$ cat config.mk
export PLATFORM = sky130hd
export DESIGN_NAME = reorder_buffer
export DESIGN_NICKNAME = d
export VERILOG_FILES = /design/src/rtl/reorder_buffer_pkg.sv /design/src/rtl/reorder_buffer.sv
export SDC_FILE = /design/constraint.sdc
export NUM_CORES = 1
export LEC_CHECK = 0
export CORE_MARGIN = 8
export CORE_UTILIZATION = 51
export CTS_BUF_LIST = sky130_fd_sc_hd__clkbuf_8 sky130_fd_sc_hd__clkbuf_16
export DETAILED_ROUTE_END_ITERATION = 8
export GPL_ROUTABILITY_DRIVEN = 0
export PLACE_DENSITY = 0.84
export SETUP_SLACK_MARGIN = 0.05
export SLEW_MARGIN = 20
export SYNTH_ARGS = -nofsm -noshare
export SYNTH_HDL_FRONTEND = slang
export SYNTH_SLANG_ARGS = --single-unit
$ cat constraint.sdc
create_clock -name clock -period 6.35 [get_ports clock]
set_input_delay 1.905 -clock clock [delete_from_list [all_inputs] [get_ports clock]]
set_output_delay 1.905 -clock clock [all_outputs]
set_load 0.03 [all_outputs]
$ cat src/rtl/reorder_buffer_pkg.sv
// Shared ROB types and the modular index add used by the ROB, freelist and store queue.
package reorder_buffer_pkg;

  localparam int N      = 2;
  localparam int ROB_SZ = 8;
  localparam int NUM_SCALAR_W = $clog2(N + 1);

  typedef logic [NUM_SCALAR_W-1:0]     NUM_SCALAR_BITS;
  typedef logic [$clog2(ROB_SZ)-1:0]   ROB_IDX;
  typedef logic [$clog2(ROB_SZ+1)-1:0] ROB_CNT;

  typedef struct packed {
    logic [31:0] npc;
    logic [5:0]  tag;
  } ROB_PACKET;

  // Operands are < ROB_SZ and the increment is <= N <= ROB_SZ, so one subtract wraps.
  function automatic ROB_IDX rob_wrap_add(input ROB_IDX idx, input NUM_SCALAR_BITS inc);
    logic [$clog2(ROB_SZ):0] sum;
    sum = {1'b0, idx} + ($clog2(ROB_SZ)+1)'(inc);
    if (sum >= ($clog2(ROB_SZ)+1)'(ROB_SZ)) sum = sum - ($clog2(ROB_SZ)+1)'(ROB_SZ);
    return sum[$clog2(ROB_SZ)-1:0];
  endfunction

endpackage

$ cat src/rtl/reorder_buffer.sv
// Circular in-order reorder buffer: up to WIDTH dispatches at the tail and WIDTH
// retires at the head per cycle, with full flush. Outputs depend on registered state only.
module reorder_buffer
  import reorder_buffer_pkg::*;
#(
  parameter int DEPTH = ROB_SZ,
  parameter int WIDTH = N
) (
  input  logic                              clock,
  input  logic                              reset,
  input  ROB_PACKET [WIDTH-1:0]             rob_inputs,
  input  logic [$clog2(WIDTH+1)-1:0]        rob_inputs_valid,
  output logic [$clog2(WIDTH+1)-1:0]        rob_spots,
  output ROB_PACKET [WIDTH-1:0]             rob_outputs,
  output logic [$clog2(WIDTH+1)-1:0]        rob_outputs_valid,
  input  logic [$clog2(WIDTH+1)-1:0]        num_retiring,
  input  logic                              flush,
  output logic [$clog2(DEPTH)-1:0]          rob_tail
);

  localparam int IDX_W = $clog2(DEPTH);
  localparam int CNT_W = $clog2(DEPTH + 1);
  localparam int SB_W  = $clog2(WIDTH + 1);

  ROB_PACKET        entries_q [DEPTH];
  logic [IDX_W-1:0] head_q, head_d;
  logic [IDX_W-1:0] tail_q, tail_d;
  logic [CNT_W-1:0] count_q, count_d;
  logic [CNT_W-1:0] free_slots;

  function automatic logic [IDX_W-1:0] wrap_add(input logic [IDX_W-1:0] idx,
                                                input logic [SB_W-1:0]  inc);
    logic [IDX_W:0] sum;
    sum = {1'b0, idx} + (IDX_W+1)'(inc);
    if (sum >= (IDX_W+1)'(DEPTH)) sum = sum - (IDX_W+1)'(DEPTH);
    return sum[IDX_W-1:0];
  endfunction

  always_comb begin
    head_d  = wrap_add(head_q, num_retiring);
    tail_d  = wrap_add(tail_q, rob_inputs_valid);
    count_d = count_q + CNT_W'(rob_inputs_valid) - CNT_W'(num_retiring);
  end

  always_ff @(posedge clock) begin
    if (reset || flush) begin
      head_q  <= '0;
      tail_q  <= '0;
      count_q <= '0;
    end else begin
      head_q  <= head_d;
      tail_q  <= tail_d;
      count_q <= count_d;
    end
  end

  // Storage is deliberately left out of reset; count_q alone decides what is live.
  always_ff @(posedge clock) begin
    if (!reset && !flush) begin
      for (int i = 0; i < WIDTH; i++) begin
        if (SB_W'(i) < rob_inputs_valid) entries_q[wrap_add(tail_q, SB_W'(i))] <= rob_inputs[i];
      end
    end
  end

  always_comb begin
    free_slots        = CNT_W'(DEPTH) - count_q;
    rob_spots         = (free_slots >= CNT_W'(WIDTH)) ? SB_W'(WIDTH) : SB_W'(free_slots);
    rob_outputs_valid = (count_q >= CNT_W'(WIDTH)) ? SB_W'(WIDTH) : SB_W'(count_q);
    rob_tail          = tail_q;
    rob_outputs       = '0;
    for (int i = 0; i < WIDTH; i++) begin
      if (SB_W'(i) < rob_outputs_valid) rob_outputs[i] = entries_q[wrap_add(head_q, SB_W'(i))];
    end
  end

  always_ff @(posedge clock) begin
    if (!reset && !flush) begin
      assert (rob_inputs_valid <= rob_spots);
      assert (num_retiring <= rob_outputs_valid);
    end
  end

endmodule

# Yosys cells after proc, flatten, opt, wreduce, memory -nomap -nowiden
# Memories as Yosys holds them, arrays and structs flattened.
# Cells that the tools add are included.
# op_classes
add_sub_neg,13
n_lt_le_gt_ge,12
n_mux,22
reduce_logical,4
# op_table
cell,n
$mux W38,2
$mux W3,12
$sub A3 B1 Y3 const B,6
$ge A4 B4 Y1 const B,4
$add A3 B1 Y4 const B,2
$add A3 B2 Y4,2
$ge A3 B4 Y1 const B,2
$ge A4 B2 Y1 const B,2
$lt A1 B2 Y1 const A,4
$mux W1,6
$add A4 B2 Y4,1
$mux W2,2
$sub A4 B2 Y4,1
$sub A4 B4 Y4 const A,1
$logic_not A1 Y1,2
$logic_and A1 B1 Y1,1
$logic_or A1 B1 Y1,1
# totals
reg_bits,10
mem_bits_rw,304
inputBits,83
out_inout_bits,83
memories,1
# mem_list
name,depth,word_bits,rd,rd_ports_with_merged_regs,write_ports,line,rtl
entries_q,8,38,2,0,2,reorder_buffer.sv:25,ROB_PACKET entries_q [DEPTH];

# Logic depth before layout (Yosys ltp)
# Gate-level depths: netlist (run 1).
# An unclocked memory read counts as a cell.
# logic_depth
word_depth,6
ltp_mapped,8
ltp_nobuf,7

# Least setup slack after synthesis (run 1)
# OpenSTA, ideal clock, no wires.
# synth_timing
path_type,input to register
from,input flush
to,memory entries_q[3][0] in the netlist's numbering (enable)
t_arrival_ps,5129
slack_ps,735
path_stages,3
path_cell_list,nor2_1 > o211ai_1 > o21ai_0
# synth_rtl
item,line,rtl
from (decl),reorder_buffer.sv:17,"input logic flush,"
to (decl),reorder_buffer.sv:25,

==> run_results.csv, run 1 <==
group,metric,value,unit
critical_path,rrSetupSlack,3.21,ns
timing,max_freq,0.170,GHz
timing,finalHoldViolCount,0,
drt,finalWirelength,48400,um
power_and_ir_drop,power.leakage,6.81,nW
synthesis,synth.most_common_cell,"sky130_fd_sc_hd__edfxtp_1",
clock_network,numCtsBuffers,35,
synthesis,syn_inst,1017,
drt,number_of_routed_nets_with_antenna_violations,0,
critical_path,end_kind,"output port",
clock_network,postCtsSetupBuffers,0,
drt,detail_route.wl_per_cell,29.5,um
timing,post-route-period-util,0.927,
clock_network,number_of_gates_resized_after_cts,0,
power_and_ir_drop,post-layout-total-power,5.60,mW
synthesis,synth-seq-cells,314,
timing,slew_viol_final,0,
power_and_ir_drop,worst_ir_drop_vdd,0.000249,V
place,dp_worst_setup_slack,1.00,ns
clock_network,clockBufferDepth,3,
timing,worst_pin_slew,1.05,ns
place,dp.final_hpwl,29000,um
global_routing,grt_antenna_before_repair,4,
critical_path,worst_r2r_endpoint,"entries_q[6][18]",
synthesis,synthFlopType,"sky130_fd_sc_hd__edfxtp_1",
critical_path,worst_setup_path_startpoint,"count_q[0]",
global_routing,gr-total-overflow,0,
timing,worst_hold_slack,0.723,ns
synthesis,yosysUniqueCellTypes,41,
outcome,status,"finished, final reports clean",
timing,slew_headroom,0.296,
global_routing,grt_pass1_vias,12000,
critical_path,critical_path_peak_fanout,28,
synthesis,synth_top_area_share,0.508,
clock_network,cts.root.buffer_cell,"sky130_fd_sc_hd__clkbuf_16",
synthesis,synth.yosys.warnings,0,
cells_and_area,final_core_utilization,0.615,
power_and_ir_drop,power_density,263,mW/mm2
synthesis,number_of_enable_flip_flop_cells_after_synthesis,304,
hold_path,timing.hold.worst.start,"head_q[2]",
cells_and_area,post_route_cells_drive_above_1_share,0.453,
clock_network,cts_tree,"yes",
drt,tritonroute_pass_1_iters,5,
drt,detailroute.via_count,11100,
critical_path,critPathLaunchType,"register",
clock_network,clk-insertion-delay-late,0.51,ns
drt,post_drt_via_cell_ratio,6.78,
floorplan,rows,68,
place,placedInstanceArea,0.0202,mm2
floorplan,design.die.area,0.0415,mm2
critical_path,regToRegStartpoint,"rob_tail[1]",
cells_and_area,flow.area_growth_from_synthesis,18.5,%
synthesis,synth-seq-area-share,0.519,
drt,drcViolationCount,0,
cells_and_area,fin_nets,1261,
timing,setup_viol,0,
floorplan,die_x,204,um
synthesis,yosys-top-cells-area,"sky130_fd_sc_hd__edfxtp_1, sky130_fd_sc_hd__mux4_2, sky130_fd_sc_hd__mux2_2",
global_routing,wire_length_of_the_first_global_routing_pass,73400,um
timing,timing.setup.tns,0,ns
place,placed_cells,1580,
clock_network,cts_hold_repair.buffers,0,
cells_and_area,final_area,0.0213,mm2
critical_path,cp.arrival,3.98,ns
floorplan,floorplan.initialDensity,0.519,
synthesis,top_cells_by_instance_count_after_synthesis,"sky130_fd_sc_hd__edfxtp_1, sky130_fd_sc_hd__mux2_2, sky130_fd_sc_hd__mux4_2",
floorplan,top_level_ports,166,
clock_network,clock_input_transition_at_the_sequential_cells_of_the_worst_setup_and_hold_paths,0.05,ns
cells_and_area,finish.cell_count_without_fillers,1640,
clock_network,clk_sinks,314,
global_routing,grt_start_max_net_pins,154,
global_routing,grt_util_all_layers,0.232,
timing,worst_slack,0.466,ns
critical_path,critical_path_capture_point,"rob_outputs[70]",
flow_run,cap_violations,0,
critical_path,worst-endpoint-required,4.45,ns
timing,worst_clock_skew,0.0155,ns
drt,initialDrtViolationCount,1048,
hold_path,min-delay-path-class,"register to register",
synthesis,syn_nets,1116,
synthesis,synth_top_area_cell,"sky130_fd_sc_hd__edfxtp_1",
synthesis,synth_async_sr_flop_share,0,
timing,post-route-min-period,5.88,ns
critical_path,worst-r2r-cell-count,4,
floorplan,die_h,204,um
synthesis,post_synth_instance_area,0.0180,mm2
synthesis,syn_area_per_cell,17.7,um2
place,port_buffers,165,
clock_network,htree_levels,2,
critical_path,crit_type,"register to output port",
floorplan,placeableCoreArea,0.0346,mm2
timing,setup_repair_after_global_routing_missed_its_margin,"no",
-- state kept, by name, summed over array words and instances (netlist names) --
register / cells
count_q: 4
rob_tail: 3
head_q: 3
entries_q: 304
-- cells by family after synthesis --
group,synth area share
mux,0.382
buf+inv,0.0258
compound gates,0.0426
flops,0.519
xor+xnor,0.00425
simple gates,0.0139
fa+ha+maj,0.0128
-- layer usage --
layer	vias up	wire length (um)	GRT usage
met5	-	0	0
met4	0	1500	0.0943
met3	96	3660	0.0370
met2	599	25400	0.408
met1	5814	17900	0.281
li1	4612	-	-
-- worst max-delay path, stage by stage, from the launching register on --
cell and delay (ns):
sky130_fd_sc_hd__dfxtp_1 0.36, sky130_fd_sc_hd__inv_1 0.17, sky130_fd_sc_hd__ha_1 0.25, sky130_fd_sc_hd__nor3b_1 0.86
sky130_fd_sc_hd__inv_1 0.16, sky130_fd_sc_hd__and2_2 0.51, sky130_fd_sc_hd__buf_4 0.33, sky130_fd_sc_hd__a22o_1 0.22
sky130_fd_sc_hd__clkdlybuf4s50_1 0.59
-- final cells by class --
| cell class | count | area [um2] |
|---|---|---|
| clock inverter | 17 | 123 |
| timing repair buffer | 192 | 1890 |
| tap | 455 | 569 |
| inverter | 11 | 41.3 |
| antenna | 4 | 10.0 |
| sequential | 314 | 9340 |
| fill | 2449 | 13300 |
| clock buffer | 39 | 953 |
| multi-input combinational | 608 | 8370 |
-- placed cells by master, fill, tap and decap left out, types with 2 or more instances in the layout --
master	Yosys	final
sky130_fd_sc_hd__a22o_1	76	76
sky130_fd_sc_hd__and2_1	7	6
sky130_fd_sc_hd__buf_12	0	3
sky130_fd_sc_hd__buf_4	6	24
sky130_fd_sc_hd__bufinv_16	0	2
sky130_fd_sc_hd__clkbuf_16	0	37
sky130_fd_sc_hd__clkbuf_8	0	2
sky130_fd_sc_hd__clkdlybuf4s50_1	0	165
sky130_fd_sc_hd__clkinv_1	0	5
sky130_fd_sc_hd__clkinv_2	0	2
sky130_fd_sc_hd__dfxtp_1	10	8
sky130_fd_sc_hd__dfxtp_4	0	2
sky130_fd_sc_hd__diode_2	0	4
sky130_fd_sc_hd__edfxtp_1	304	304
sky130_fd_sc_hd__fa_1	4	4
sky130_fd_sc_hd__ha_1	12	11
sky130_fd_sc_hd__inv_1	11	18
sky130_fd_sc_hd__mux2_1	20	20
sky130_fd_sc_hd__mux2_2	284	284
sky130_fd_sc_hd__mux4_2	152	152
sky130_fd_sc_hd__nand2_1	2	2
sky130_fd_sc_hd__nand2b_1	2	2
sky130_fd_sc_hd__nand3_4	0	4
sky130_fd_sc_hd__nor2_1	4	3
sky130_fd_sc_hd__nor3_1	5	5
sky130_fd_sc_hd__nor3_4	2	2
sky130_fd_sc_hd__o211ai_1	2	2
sky130_fd_sc_hd__o21ai_0	6	2
sky130_fd_sc_hd__o21ai_4	0	4
sky130_fd_sc_hd__o21bai_4	0	4
sky130_fd_sc_hd__xnor2_1	3	3
sky130_fd_sc_hd__xor2_1	2	2
-- power breakdown --
| part | switching, mW | total (mW) | internal [mW] |
|---|---|---|---|
| Clock | 0.792 | 1.94 | 1.15 |
| Sequential | 0.0278 | 2.35 | 2.32 |
| Combinational | 0.724 | 1.32 | 0.596 |
| Total | 1.54 | 5.60 | 4.06 |
-- how the worst min path moves through the flow --
| stage | slack (ns) | to | cells past startpoint |
|---|---|---|---|
| after floorplan | 0.55 | head_q[2] | 2 |
| after global placement | 0.71 | head_q[2] | 2 |
| after detailed placement | 0.70 | head_q[2] | 2 |
| after CTS | 0.72 | head_q[2] | 2 |
| after global routing | 0.77 | head_q[2] | 2 |
| final | 0.72 | head_q[2] | 2 |
Power figures use the tool's default switching activity.
==> run 2: changes to the inputs <==
- ABC_CLOCK_PERIOD_IN_PS: unset -> 6350
- SETUP_SLACK_MARGIN: 0.05 -> 0.4
==> run 2 against run 1 <==
Net effect: non-clock buffer count stayed put; setup slack improved by 0.25 ns; utilization hardly changed; clock skew increased by 0.0018 ns; count of clock-buffer cells in the layout did not move; sequential power about the same; via count is 0.97% lower; cell count unchanged; global-route usage unchanged; die area did not move; critical path type unchanged.
==> run_results.csv, run 2 (synthesized netlist as in run 1, its figures left out) <==
group,metric,value,unit
cells_and_area,max_flop_register,"entries_q",
floorplan,design.die.area,0.0415,mm2
power_and_ir_drop,power_switching_share,0.276,
floorplan,die_x,204,um
power_and_ir_drop,pwr-share-clk,0.346,
critical_path,cp.arrival,3.73,ns
critical_path,critPathLaunchType,"register",
power_and_ir_drop,power_density,263,mW/mm2
power_and_ir_drop,share_of_total_power_in_sequential_cells,0.418,
clock_network,htree_levels,2,
critical_path,end_kind,"output port",
global_routing,gr-total-overflow,0,
timing,post-route-period-util,0.887,
cells_and_area,layout.cells.most_common,"sky130_fd_sc_hd__edfxtp_1",
clock_network,numCtsBuffers,35,
drt,finalWirelength,48500,um
outcome,status,"finished, final reports clean",
critical_path,worst_r2r_endpoint,"entries_q[6][30]",
clock_network,clk-insertion-delay-late,0.51,ns
timing,timing.setup.tns,0,ns
timing,worst_pin_slew,1.04,ns
drt,tritonroute_pass_1_iters,5,
global_routing,grt_antenna_before_repair,4,
power_and_ir_drop,power.leakage,6.81,nW
critical_path,rrSetupSlack,3.22,ns
timing,max_freq,0.177,GHz
flow_run,cap_violations,0,
cells_and_area,fill_cells,2448,
timing,finalHoldViolCount,0,
clock_network,clockBufferDepth,3,
drt,post_drt_via_cell_ratio,6.72,
hold_path,min_delay_worst_endpoint,"head_q[2]",
timing,setup_viol,0,
drt,drcViolationCount,0,
timing,setup_repair_after_global_routing_missed_its_margin,"no",
floorplan,die_h,204,um
critical_path,regToRegStartpoint,"rob_tail[1]",
clock_network,clock_input_transition_at_the_sequential_cells_of_the_worst_setup_and_hold_paths,0.06,ns
clock_network,cts_tree,"yes",
hold_path,min-delay-path-class,"register to register",
floorplan,top_level_ports,166,
clock_network,cts_hold_repair.buffers,0,
power_and_ir_drop,power_report.internal_total,4.06,mW
timing,worst_clock_skew,0.0173,ns
clock_network,postCtsSetupBuffers,0,
drt,detailroute.via_count,11000,
place,dp_worst_setup_slack,1.00,ns
cells_and_area,post_route_cells_drive_above_1_share,0.454,
global_routing,grt_start_max_net_pins,154,
drt,initialDrtViolationCount,1083,
floorplan,floorplan.initialDensity,0.519,
timing,worst_hold_slack,0.733,ns
cells_and_area,layout_common_cells,"sky130_fd_sc_hd__edfxtp_1, sky130_fd_sc_hd__mux2_2, sky130_fd_sc_hd__clkdlybuf4s50_1",
hold_path,min_path_cells,2,
floorplan,rows,68,
timing,worst_slack,0.716,ns
hold_path,timing.hold.worst.start,"head_q[2]",
drt,detail_route.wl_per_cell,29.6,um
cells_and_area,reg.largest.list,"entries_q x304, count_q x4",
floorplan,placeableCoreArea,0.0346,mm2
clock_network,cts.root.buffer_cell,"sky130_fd_sc_hd__clkbuf_16",
timing,slew_headroom,0.308,
place,port_buffers,165,
place,dp.final_hpwl,29000,um
critical_path,worst-endpoint-required,4.45,ns
critical_path,worst-r2r-cell-count,4,
clock_network,clk_sinks,314,
global_routing,wire_length_of_the_first_global_routing_pass,73400,um
cells_and_area,fin_nets,1261,
global_routing,grt_util_all_layers,0.232,
timing,slew_viol_final,0,
power_and_ir_drop,power.net_switching,1.55,mW
critical_path,critical_path_peak_fanout,36,
clock_network,number_of_gates_resized_after_cts,0,
drt,number_of_routed_nets_with_antenna_violations,0,
global_routing,grt_pass1_vias,12000,
power_and_ir_drop,worst_ir_drop_vdd,0.000250,V
timing,post-route-min-period,5.63,ns
cells_and_area,flow.area_growth_from_synthesis,18.5,%
power_and_ir_drop,gate_power_share,0.236,
cells_and_area,max_reg_flops,304,
critical_path,crit_type,"register to output port",
## run 2: critical path: stages, from the launching register on
cell	delay (ns)
sky130_fd_sc_hd__dfxtp_4	0.76
sky130_fd_sc_hd__ha_4	0.22
sky130_fd_sc_hd__xor2_1	0.26
sky130_fd_sc_hd__and2_2	0.79
sky130_fd_sc_hd__buf_4	0.35
sky130_fd_sc_hd__a22o_1	0.17
sky130_fd_sc_hd__clkdlybuf4s50_1	0.67
## run 2: worst max path at each step
stage / end / slack (ns) / cells past startpoint / from
after detailed placement: rob_outputs[67] / 1.00 / 8 / count_q[0]
after CTS: rob_outputs[67] / 0.47 / 8 / count_q[0]
final: rob_outputs[70] / 0.72 / 6 / head_q[1]
after global routing: rob_outputs[70] / 0.60 / 6 / head_q[1]
after global placement: rob_outputs[59] / 1.09 / 8 / count_q[0]
after floorplan: entries_q[3][0] / 0.73 / 3 / flush
## run 2: layout make-up
type / count / area [um2] / area share
multi-input combinational: 608 / 8380 / 0.393
sequential: 314 / 9340 / 0.438
tap: 455 / 569 / 0.0267
clock inverter: 17 / 123 / 0.00576
clock buffer: 39 / 953 / 0.0448
antenna: 4 / 10.0 / 0.000470
timing repair buffer: 192 / 1890 / 0.0888
inverter: 11 / 41.3 / 0.00194
## run 2: layer usage
| metal | global-route usage | up-vias | routed length (um) |
|---|---|---|---|
| li1 | - | 4602 | - |
| met1 | 0.281 | 5730 | 17800 |
| met2 | 0.408 | 575 | 25400 |
| met3 | 0.0370 | 106 | 3760 |
| met4 | 0.0943 | 0 | 1560 |
| met5 | 0 | - | 0 |
## run 2: through the flow
stage	util	power, mW	instance area [um2]	cells
after global placement	0.584	3.70	20200	1580
after CTS	0.615	5.63	21300	1636
final	0.615	5.61	21300	1640
after floorplan	-	3.17	18000	1017
after global routing	0.615	5.78	21300	1640
after detailed placement	0.584	3.71	20200	1580
## run 2: power groups by stage
stage / clock network, mW / logic, mW / registers, mW
after floorplan: 0 / 0.791 / 2.38
after global placement: 0 / 1.31 / 2.39
after detailed placement: 0 / 1.32 / 2.39
after CTS: 1.96 / 1.33 / 2.35
after global routing: 2.04 / 1.39 / 2.35
final: 1.94 / 1.32 / 2.35
==> run 3: changes to the inputs <==
- CORE_MARGIN: 8 -> unset
==> run 3 against run 2 <==
Net effect: setup slack improved by 0.051 ns; design area fell by 0.25%; hold slack got worse by 0.096 ns; via count decreased by 0.91%; first-iteration DRC count shrank 21%; non-clock buffer count up 2; clock power shrank 5%; critical path depth down 1; sequential power barely moved; cell count rose by 0.24%; largest cell class unchanged; largest power group unchanged.
==> run_results.csv, run 3 (synthesized netlist as in run 1, its figures left out) <==
group,metric,value,unit
timing,worst_clock_skew,0.0153,ns
hold_path,min-delay-path-class,"register to register",
power_and_ir_drop,pwr-share-clk,0.336,
drt,finalWirelength,46400,um
floorplan,top_level_ports,166,
cells_and_area,flow.area_growth_from_synthesis,18.2,%
drt,number_of_routed_nets_with_antenna_violations,0,
global_routing,wire_length_of_the_first_global_routing_pass,70300,um
timing,slew_headroom,0.224,
power_and_ir_drop,worst_ir_drop_vdd,0.000166,V
timing,post-route-min-period,5.58,ns
place,placedInstanceArea,0.0202,mm2
place,placed_cells,1582,
critical_path,crit_type,"register to output port",
critical_path,end_kind,"output port",
floorplan,floorplan.initialDensity,0.519,
timing,worst_slack,0.767,ns
critical_path,crit_path_top_delay_cell,"sky130_fd_sc_hd__and2_2",
place,dp_worst_setup_slack,1.09,ns
critical_path,combined_buffer_and_inverter_count_along_the_critical_path,1,
place,dp.final_hpwl,28700,um
flow_run,cap_violations,0,
cells_and_area,area_occupied_by_multi_input_gates,0.00838,mm2
outcome,status,"finished, final reports clean",
power_and_ir_drop,power.leakage,6.81,nW
critical_path,critical-path-top-delay-family,"simple AND/OR/NAND/NOR gates",
cells_and_area,final_core_utilization,0.614,
cells_and_area,final_area,0.0213,mm2
floorplan,die_x,190,um
clock_network,numCtsBuffers,35,
drt,detail_route.wl_per_cell,28.2,um
power_and_ir_drop,power_density,259,mW/mm2
power_and_ir_drop,gate_power_share,0.237,
global_routing,grt_util_all_layers,0.262,
power_and_ir_drop,share_of_total_power_in_sequential_cells,0.427,
cells_and_area,layout_common_cells,"sky130_fd_sc_hd__edfxtp_1, sky130_fd_sc_hd__mux2_2, sky130_fd_sc_hd__clkdlybuf4s50_1",
drt,post_drt_via_cell_ratio,6.64,
cells_and_area,max_flop_register,"entries_q",
timing,timing.setup.tns,0,ns
critical_path,cp.arrival,3.68,ns
critical_path,timing.critical_path.cells,"ha_4, xor2_1, and2_2, a22o_1, clkdlybuf4s50_1",
timing,post-route-period-util,0.879,
global_routing,grt_antenna_before_repair,2,
timing,slew_viol_final,0,
timing,worst_pin_slew,1.16,ns
place,port_buffers,165,
floorplan,design.die.area,0.0360,mm2
global_routing,gr-total-overflow,0,
critical_path,worst-endpoint-required,4.45,ns
timing,max_freq,0.179,GHz
clock_network,clock_input_transition_at_the_sequential_cells_of_the_worst_setup_and_hold_paths,0.06,ns
clock_network,clk_sinks,314,
clock_network,clk-insertion-delay-late,0.51,ns
drt,detailroute.via_count,10900,
clock_network,htree_levels,2,
drt,tritonroute_pass_1_iters,5,
power_and_ir_drop,power_switching_share,0.278,
power_and_ir_drop,power.net_switching,1.53,mW
cells_and_area,layout.cells.most_common,"sky130_fd_sc_hd__edfxtp_1",
cells_and_area,reg.largest.list,"entries_q x304, count_q x4",
cells_and_area,sequential_cell_area,0.00934,mm2
clock_network,cts_tree,"yes",
clock_network,clockBufferDepth,3,
global_routing,grt_pass1_vias,11600,
floorplan,rows,68,
drt,drcViolationCount,0,
cells_and_area,finish.cell_count_without_fillers,1644,
power_and_ir_drop,power_report.internal_total,3.97,mW
power_and_ir_drop,post-layout-total-power,5.50,mW
timing,setup_viol,0,
critical_path,rrSetupSlack,2.75,ns
cells_and_area,fill_cells,2494,
clock_network,cts_hold_repair.buffers,0,
timing,setup_repair_after_global_routing_missed_its_margin,"no",
critical_path,critPathLaunchType,"register",
critical_path,largest_incremental_delay_on_the_critical_path,0.99,ns
cells_and_area,max_reg_flops,304,
cells_and_area,post_route_cells_drive_above_1_share,0.453,
critical_path,critical_path_peak_fanout,38,
timing,worst_hold_slack,0.637,ns
timing,finalHoldViolCount,0,
cells_and_area,fin_nets,1263,
floorplan,placeableCoreArea,0.0346,mm2
floorplan,die_h,190,um
global_routing,grt_start_max_net_pins,154,
clock_network,cts.root.buffer_cell,"sky130_fd_sc_hd__clkbuf_16",
drt,initialDrtViolationCount,851,
run 3: per-layer routing:
layer  wire [um]  up-vias  GRT usage
met5          13        -          0
met2       23100      478      0.438
met1       18300     5752      0.342
met3        3510       86     0.0504
li1            -     4595          -
met4        1470        2     0.0921
run 3: what timing repair did:
action / 4_1_cts / 5_1_grt
endpoints found under the setup margin: 0 / 38
buffers inserted: 0 / 0
gates resized for setup: 0 / 1
run 3: area by class of cell:
| cell class | count | area share |
|---|---|---|
| inverter | 11 | 0.00194 |
| tap | 455 | 0.0268 |
| antenna | 2 | 0.000236 |
| sequential | 314 | 0.439 |
| clock inverter | 24 | 0.00642 |
| multi-input combinational | 608 | 0.394 |
| timing repair buffer | 194 | 0.0891 |
| clock buffer | 36 | 0.0419 |
run 3: worst reg2reg max path: stages (launching register included):
cell and delay (ns):
sky130_fd_sc_hd__dfxtp_1 0.56, sky130_fd_sc_hd__ha_1 0.34, sky130_fd_sc_hd__xor2_2 0.42, sky130_fd_sc_hd__nand3_4 0.75, sky130_fd_sc_hd__o21ai_4 0.59, sky130_fd_sc_hd__buf_4 0.56
run 3: path summary, 6_finish.rpt:
path	from	end	depth (start not counted)
worst min register to register	head_q[2]	head_q[2]	2
worst min-delay path	head_q[2]	head_q[2]	2
worst max register to register	rob_tail[1]	entries_q[6][23]	5
worst max-delay path	head_q[1]	rob_outputs[75]	5
run 3: power groups by stage:
stage / Clock [mW] / Sequential [mW] / Combinational [mW]
floorplan: 0 / 2.38 / 0.791
global placement: 0 / 2.39 / 1.29
detailed placement: 0 / 2.39 / 1.30
CTS: 1.86 / 2.35 / 1.31
global route: 1.94 / 2.35 / 1.37
finish: 1.85 / 2.35 / 1.31
